`config.mk`:
```
export PLATFORM = sky130hd
export DESIGN_NAME = peripheral_screen_capture
export DESIGN_NICKNAME = d
export VERILOG_FILES = /design/src/rtl/peripheral_screen_capture.sv
export SDC_FILE = /design/constraint.sdc
export NUM_CORES = 2
export LEC_CHECK = 0
export CELL_PAD_IN_SITES_DETAIL_PLACEMENT = 0
export CELL_PAD_IN_SITES_GLOBAL_PLACEMENT = 1
export CORE_MARGIN = 1.5
export CORE_UTILIZATION = 50
export DETAILED_ROUTE_END_ITERATION = 7
export PLACE_DENSITY = 0.77
export SLEW_MARGIN = 40
export SYNTH_ARGS = -nofsm -noshare
export SYNTH_HDL_FRONTEND = slang
export SYNTH_SLANG_ARGS = --single-unit
```
`constraint.sdc`:
```
create_clock -name clk -period 21.5 [get_ports clk]
set_input_delay 3.225 -clock clk [delete_from_list [all_inputs] [get_ports clk]]
set_output_delay 3.225 -clock clk [all_outputs]
set_load 0.03 [all_outputs]
```
`src/rtl/peripheral_screen_capture.sv`:
```
// Snoops a 32x32 HUB75 bus, rebuilds the displayed frame into a row buffer and
// lets the CPU read it back one RGB bit-plane word at a time.
module peripheral_screen_capture #(
  parameter int sync_stages = 2,
  parameter int cols        = 32
) (
  input  logic        clk,
  input  logic        rst,
  input  logic        cs,
  input  logic        rd,
  input  logic        wr,
  input  logic [31:0] d_in,
  input  logic [2:0]  addr,
  output logic [31:0] d_out,
  input  logic        clk_screen,
  input  logic        R0,
  input  logic        G0,
  input  logic        B0,
  input  logic        R1,
  input  logic        G1,
  input  logic        B1,
  input  logic        blank,
  input  logic        latch,
  input  logic [4:0]  row
);

  localparam int n_pins = 14;
  localparam logic [5:0] cnt_full = 6'(cols);
  localparam logic [5:0] cnt_sat  = 6'(cols + 1);

  logic [n_pins-1:0] pins;
  logic [n_pins-1:0] sync_reg [sync_stages];
  logic [n_pins-1:0] s_pins;
  logic              s_clk, s_latch, s_blank;
  logic [5:0]        s_pix;
  logic [4:0]        s_row;
  logic [1:0]        prev_reg;
  logic              clk_rise, latch_rise;

  logic              enable_reg, frame_done_reg, len_err_reg;
  logic [31:0]       row_valid_reg;
  logic [3:0]        last_row_reg;
  logic [7:0]        frame_cnt_reg;
  logic [5:0]        col_cnt_reg, col_cnt_next;
  logic [5:0][31:0]  shift_reg, shift_next;
  logic [4:0]        row_sel_reg;
  logic [1:0]        plane_sel_reg;
  logic [31:0]       d_out_reg;

  logic              shift_fire, commit_fire, commit_ok, frame_end;
  logic [3:0]        commit_row;
  logic [31:0]       row_set;
  logic              ctrl_wr, sel_wr, rd_en, clr_flags, clr_valid;
  logic [95:0]       upper_mem [16];
  logic [95:0]       lower_mem [16];
  logic [95:0]       rd_row;
  logic [31:0]       data_word, status_word;
  logic              unused_ok;

  // Pin vector order: pix[0..5] = R0,G0,B0,R1,G1,B1.
  assign pins = {row, latch, blank, B1, G1, R1, B0, G0, R0, clk_screen};

  always_ff @(posedge clk or negedge rst) begin
    if (!rst) begin
      for (int i = 0; i < sync_stages; i++) sync_reg[i] <= '0;
    end else begin
      sync_reg[0] <= pins;
      for (int i = 1; i < sync_stages; i++) sync_reg[i] <= sync_reg[i-1];
    end
  end

  assign s_pins     = sync_reg[sync_stages-1];
  assign s_clk      = s_pins[0];
  assign s_pix      = s_pins[6:1];
  assign s_blank    = s_pins[7];
  assign s_latch    = s_pins[8];
  assign s_row      = s_pins[13:9];
  assign clk_rise   = s_clk & ~prev_reg[0];
  assign latch_rise = s_latch & ~prev_reg[1];

  assign shift_fire  = enable_reg & clk_rise;
  assign commit_fire = enable_reg & latch_rise;

  generate
    for (genvar gi = 0; gi < 6; gi++) begin : g_shift
      assign shift_next[gi] = shift_fire ? {shift_reg[gi][30:0], s_pix[gi]} : shift_reg[gi];
    end
  endgenerate

  // A shift and a commit in the same cycle: the commit sees the shifted state.
  assign col_cnt_next = (shift_fire && col_cnt_reg != cnt_sat) ? col_cnt_reg + 6'd1 : col_cnt_reg;
  assign commit_ok    = commit_fire && (col_cnt_next == cnt_full);
  assign commit_row   = s_row[3:0];
  assign frame_end    = commit_ok && (commit_row == 4'hf);
  assign row_set      = commit_ok ? ((32'd1 << commit_row) | (32'd1 << (5'(commit_row) + 5'd16)))
                                  : 32'd0;

  assign ctrl_wr   = cs & wr & (addr == 3'd0);
  assign sel_wr    = cs & wr & (addr == 3'd2);
  assign rd_en     = cs & rd;
  assign clr_flags = ctrl_wr & d_in[1];
  assign clr_valid = ctrl_wr & d_in[2];

  always_ff @(posedge clk) begin
    if (commit_ok) begin
      upper_mem[commit_row] <= {shift_next[2], shift_next[1], shift_next[0]};
      lower_mem[commit_row] <= {shift_next[5], shift_next[4], shift_next[3]};
    end
  end

  assign rd_row = row_sel_reg[4] ? lower_mem[row_sel_reg[3:0]] : upper_mem[row_sel_reg[3:0]];

  always_comb begin
    data_word = 32'd0;
    if (row_valid_reg[row_sel_reg]) begin
      case (plane_sel_reg)
        2'd0:    data_word = rd_row[31:0];
        2'd1:    data_word = rd_row[63:32];
        2'd2:    data_word = rd_row[95:64];
        default: data_word = 32'd0;
      endcase
    end
  end

  assign status_word = {10'd0, col_cnt_reg, frame_cnt_reg, last_row_reg,
                        enable_reg, s_blank, len_err_reg, frame_done_reg};

  always_ff @(posedge clk or negedge rst) begin
    if (!rst) begin
      prev_reg       <= '0;
      shift_reg      <= '0;
      col_cnt_reg    <= '0;
      enable_reg     <= 1'b0;
      frame_done_reg <= 1'b0;
      len_err_reg    <= 1'b0;
      row_valid_reg  <= '0;
      last_row_reg   <= '0;
      frame_cnt_reg  <= '0;
      row_sel_reg    <= '0;
      plane_sel_reg  <= '0;
      d_out_reg      <= '0;
    end else begin
      prev_reg  <= {s_latch, s_clk};
      shift_reg <= shift_next;

      if ((ctrl_wr && !d_in[0]) || commit_fire) col_cnt_reg <= '0;
      else                                      col_cnt_reg <= col_cnt_next;

      if (ctrl_wr) enable_reg <= d_in[0];

      // Clears from CTRL win over a set from a simultaneous commit.
      if (clr_flags)      frame_done_reg <= 1'b0;
      else if (frame_end) frame_done_reg <= 1'b1;

      if (clr_flags)                      len_err_reg <= 1'b0;
      else if (commit_fire && !commit_ok) len_err_reg <= 1'b1;

      if (clr_valid) row_valid_reg <= '0;
      else           row_valid_reg <= row_valid_reg | row_set;

      if (commit_ok) last_row_reg  <= commit_row;
      if (frame_end) frame_cnt_reg <= frame_cnt_reg + 8'd1;

      if (sel_wr) begin
        row_sel_reg   <= d_in[4:0];
        plane_sel_reg <= d_in[9:8];
      end

      if (rd_en) begin
        case (addr)
          3'd1:    d_out_reg <= status_word;
          3'd3:    d_out_reg <= data_word;
          3'd4:    d_out_reg <= row_valid_reg;
          default: d_out_reg <= 32'd0;
        endcase
      end
    end
  end

  assign d_out = d_out_reg;

  assign unused_ok = ^{d_in[31:10], d_in[7:5], s_row[4]};

endmodule

```
# Word-level counts from Yosys, hierarchy flattened
# Memory sizes are Yosys's and may differ from the RTL's.
# Cells that the tools add are included.
[totals]
input_bits = 54
elab_cells = 84
ram_bits = 3072
n_memories = 2
ff_bits = 312
[op_classes]
addsub = 3
shift = 2
n_eq_ne = 9
n_bitwise = 14
reduce_logical = 12
n_lt_le_gt_ge = 1
muxes = 22
[mem_list]
columns = ["name", "words", "word_bits", "rd", "rd_clocked_by_memory_dff", "write_ports", "line_no", "text"]
rows = [
  ["lower_mem", 16, 96, 1, 0, 1, "55", "logic [95:0] lower_mem [16];"],
  ["upper_mem", 16, 96, 1, 0, 1, "54", "logic [95:0] upper_mem [16];"],
]
[op_table]
columns = ["operator", "n"]
rows = [
  ["two-way mux 32 bit", 9],
  ["one-hot mux 32 bit (3 select lines)", 2],
  ["two-way mux 96 bit", 1],
  ["OR 32 bit", 2],
  ["<< shifter 1 x 4 -> 32 bit (first input constant)", 1],
  ["<< shifter 1 x 5 -> 32 bit (first input constant)", 1],
  ["two-way mux 6 bit", 2],
  ["bitwise AND 1 bit", 10],
  ["adder 8 x 1 -> 8 bit (second input constant)", 1],
  ["two-way mux 1 bit", 7],
  ["adder 6 x 1 -> 6 bit (second input constant)", 1],
  ["equality test 3 x 2 -> 1 bit (second input constant)", 2],
  ["equality test 6 bit (second input constant)", 1],
  ["less-than comparator 5 x 6 -> 1 bit (second input constant)", 1],
  ["!= test 6 bit (second input constant)", 1],
  ["adder 4 x 5 -> 5 bit (second input constant)", 1],
  ["binary-select mux 1 bit (select 5 bit)", 1],
  ["logical AND 1 bit", 5],
  ["equality test 4 bit (second input constant)", 1],
  ["nonzero test 2 bit", 2],
  ["equality test 3 x 1 -> 1 bit (second input constant)", 1],
  ["equality test 3 bit (second input constant)", 1],
  ["logical NOT 3 bit", 1],
  ["equality test 2 x 1 -> 1 bit (second input constant)", 1],
  ["5 further kinds", 7],
]

# Depth between registers and ports, before layout
[depth]
depth_word = 11
mapped_depth = 12
depth_no_buf = 8

# Worst setup path before layout
# No wires, ideal clock.
[synth_timing]
path_type = "register to register"
from = "reg col_cnt_reg[3]"
to = "mem lower_mem[0][0], enable pin"
t_arrival_ps = 15664
setup_slack_ps = 4812
setup_time_ps = 1024
required_time_ps = 20476
path_stages_with_launch = 7
n_path_buf = 1
cell_sequence = "dfrtp_1 -> clkbuf_1 -> or3_1 -> o21ai_2 -> mux2i_1 -> o2111ai_1 -> nor3b_1"
[synth_between]
elab_chain_cells = 7
elab_cells_between_ends = 8
cone_classes = "1 x add/sub; 2 x eq/ne; 3 x mux; 2 x reduce/logical"
[synth_lines]
columns = ["element", "line_no", "text"]
rows = [
  ["start, declared", "44", "logic [5:0] col_cnt_reg, col_cnt_next;"],
  ["start signal, assigned", "147", "else col_cnt_reg <= col_cnt_next;"],
  ["branches (longest 2 deep; another with adder 6 x 1 -> 6 bit)", "-", ""],
  ["two-way mux 6 bit *", "91", "assign col_cnt_next = (shift_fire && col_cnt_reg != cnt_sat) ? col_cnt_reg + 6'd1 : col_cnt_reg;"],
  ["equality test 6 bit *", "92", "assign commit_ok = commit_fire && (col_cnt_next == cnt_full);"],
  ["logical AND 1 bit *", "92", ""],
  ["two-way mux 1 bit *", "105", "if (commit_ok) begin"],
  ["two-way mux 1 bit (implied by the code) *", "107", "lower_mem[commit_row] <= {shift_next[5], shift_next[4], shift_next[3]};"],
  ["end, declared", "55", ""],
]
# Mark *: on every way between the ends.

# Worst setup path in the final report
[layout_timing]
from = "reg enable_reg"
to = "mem upper_mem[3][30], enable pin"
[layout_between]
elab_chain_cells = 7
elab_cells_between_ends = 8
cone_classes = "1 x eq/ne; 3 x mux; 2 x bitwise; 2 x reduce/logical"
[layout_lines]
columns = ["element", "line_no", "text"]
rows = [
  ["start, declared", "40", "logic enable_reg, frame_done_reg, len_err_reg;"],
  ["start signal, assigned", "149", "if (ctrl_wr) enable_reg <= d_in[0];"],
  ["bitwise AND 1 bit", "81", "assign shift_fire = enable_reg & clk_rise;"],
  ["logical AND 1 bit", "91", ""],
  ["two-way mux 6 bit", "91", ""],
  ["equality test 6 bit", "92", ""],
  ["logical AND 1 bit *", "92", ""],
  ["two-way mux 1 bit *", "105", ""],
  ["two-way mux 1 bit (implied by the code) *", "106", "upper_mem[commit_row] <= {shift_next[2], shift_next[1], shift_next[0]};"],
  ["end, declared", "54", ""],
]
# Every way passes the cells marked *; elsewhere a longest branch is shown, timed or not.

==> results.md <==
* Placer Congestion at ~0.83
* Die Span X at 512 microns
* Num CTS Buffers at 348
* Post-DRT Antenna Nets at 0
* CP startpoint kind: flop
* CTS resizes at 0
* Async set-or-reset flop fraction in the synthesized netlist at 0.0922
* DIE HEIGHT at 512 microns
* Hold Fails Final Rpt at 0
* Setup violations, final at 0
* Initial antenna violation count at 14
* CP Max Fanout at 55
* Clock Path Buffers at 4
* Gr usage total at 0.267
* Post-DP HPWL at 190,000 microns
* LEAKAGE at 43.3 nW
* Required @ worst endpoint at around 22 ns
* CP Class: reg -> reg
* Max Freq at 166 MHz
* Post-Route WL at 350,000 microns
* Top cells by area, synth: edfxtp_1 (71%), mux4_2 (13%), dfrtp_1 (6.0%)
* Final #Nets at 6,496
* Setup_tns at 0 ns
* Port Buffer Count at 59
* Synth cell count leaders: edfxtp_1 (3,072), mux4_2 (770), nand2_1 (679)
* R2R setup slack at between 15 and 20 ns
* Layout area overhead at 12.7%
* Vias in the first global route at 66,200
* CTS tree: done
* Vias at 65,800
* Cell Pwr Density at 101 nW/um^2
* Ports at 86
* Starting Density at 0.504
* Dpl ws at 14.87 ns
* Pin count of the biggest net entering global routing at about 140
* Max H-tree Level at 5
* Postcts setup bufs at 0
* Reg power frac at 0.495
* EDFF count, synth at 3,072
* Final Max Tran Viols at 0
* DR WL/cell at 34.6 microns
* Switch Pwr at 3.56 mW
* Combinational Power Share at 0.108
* Clock share of power at 0.398
* Tcrit/Tclk final at 0.280
* Hold_buf cts at 0
* Die area at between 200,000 and 300,000 sq um
* Layout cells sized above 1 at 0.228
* Post-synth cell types at 73
* Status: complete, no violations
* Setup ws final at between 15 and 20 ns
* Max rail drop VDD at 103 uV
* Worst skew pair latency at 1.00 ns
* Clk Tree Root Cell: clkbuf_16
* Int Power at 11.2 mW
* First-pass DRT Iterations at 6
* Worst slew pin tran at 0.935 ns
* Mapped Area at 130,000 sq um
* Worst clock skew at about 0.074 ns
* 1st-iter DRT viols at 9,607
* Synth warnings at 0
* Core area at 257,000 sq um
* Sequential area share after synthesis at 0.772
* #FFs+latches synth at 3,384
* Top cell type's share of synthesized area at 0.712
* Sw frac at 0.240
* DR DRC count at 0
* Crit path DAT at about 6.6 ns
* Clock-pin slew on the worst setup and hold paths at 0.06 ns
* Slew HR at 0.376
* Setup crit end kind: flop
* Min Tclk post-route at about 6 ns
* Max-capacitance violation count at 0
* Global-route wire length before repair at 494,000 microns
* Clock Sinks at 3,384
* Hold WC Path Type: reg -> reg
* Cells after Synth at 6,178
* Area leader, netlist: edfxtp_1
* Gr ovfl total at 0
* Post-synth net total at 6,235
* Most common cell in the synthesized netlist: edfxtp_1
* Mean Syn Cell Area at 21.0 sq um
* Row cnt at 186
* Ys flop type: edfxtp_1
* RSZ-0062 raised after global routing: no
* Vias per Instance at 6.51
[stage by stage]
step | hold slack (ns) | instances | area (sq um) | power (mW) | utilization
after floorplan | 0.331 | 6178 | 130000 | 8.47 | -
after detailed placement | 0.335 | 9466 | 135000 | 9.03 | 0.524
final | 0.347 | 10100 | 146000 | 14.8 | 0.567
after global placement | 0.336 | 9450 | 134000 | 9.00 | 0.522
after global routing | 0.362 | 10100 | 146000 | 15.2 | 0.567
after CTS | 0.348 | 10100 | 146000 | 14.8 | 0.567
[routing by layer]
layer  routed length [microns]  vias up  part of all wire  track usage
met1                    133000    35200              0.38        0.372
met4                     14600        0             0.042        0.103
met3                     36000      662              0.10       0.0535
li1                          -    26000                 -            -
met5                         0        -                 0            0
met2                    166000     3876              0.48        0.419
[worst max-delay path, stage by stage, from the launching register on]
cell	delay, ns
dfrtp_1	0.50
and3b_4	0.73
buf_4	0.78
o21ai_2	0.21
mux2i_1	0.38
o2111ai_2	0.19
buf_4	0.27
or2_1	0.46
nor2_4	0.51
buf_6	0.60
buf_12	0.43
buf_16	0.39
[cells by family (layout without fill, tap and decap cells)]
kind of cell / Yosys count / count (layout) / synth area share
AOI/OAI and AO/OA: 452 / 452 / 0.0247
other: 0 / 7 / 0
xor gates and xnor gates: 11 / 11 / 0.000744
and+or+nand+nor: 957 / 957 / 0.0323
adders and majority gates: 3 / 3 / 0.000290
DFF: 3384 / 3384 / 0.772
muxes: 1024 / 1024 / 0.154
buffers and inverters: 347 / 883 / 0.0156
[final cells by class]
cell class / instances / area, sq um
fill: 18300 / 111000
sequential: 3384 / 100000
multi-input combinational: 2447 / 27800
clock buffer: 481 / 9700
tap: 3384 / 4230
timing repair buffer: 249 / 2730
clock inverter: 144 / 1370
inverter: 9 / 41.3
antenna: 7 / 17.5
[cells in the final DEF (no fill, tap or decap), types with 12 or more instances in the layout]
master              n
o211ai_1           17
buf_4             113
nand3_1            47
nor2b_1            21
clkinvlp_4         12
dfrtp_1           307
edfxtp_1         3072
a211oi_1           30
bufinv_16          25
nor4_1             22
nor2_1             42
clkdlybuf4s50_1    58
nand2_1           677
o22ai_1            71
a21oi_1            73
clkbuf_1           93
mux4_2            770
o21a_1             24
buf_16             15
clkinv_1           52
nor3_1             13
mux2_2             24
buf_12             22
buf_6              37
a221oi_1           19
o21ai_0            22
a222oi_1           20
a22oi_1            89
nand4_1            23
clkbuf_8           32
clkbuf_16         356
and3_1             14
clkinv_2           45
mux2i_1           230
[power by group through the flow]
stage               clock network (mW)  registers (mW)  logic, mW
finish                            5.88            7.31       1.59
global route                      6.19            7.31       1.67
CTS                               5.94            7.31       1.59
detailed placement                   0            7.45       1.58
global placement                     0            7.45       1.54
floorplan                            0            7.40       1.07
[path summary, 6_finish.rpt]
path                       cells past startpoint               end    startpoint
min in group asynchronous                      1      sync_reg[17]           rst
max                                           11  upper_mem[3][30]    enable_reg
min                                            0         s_pins[3]  sync_reg[17]
max reg2reg                                   11  upper_mem[3][30]    enable_reg
max in group asynchronous                      2    shift_reg[117]           rst
min reg2reg                                    0         s_pins[3]  sync_reg[17]
Power figures use the tool's default switching activity.
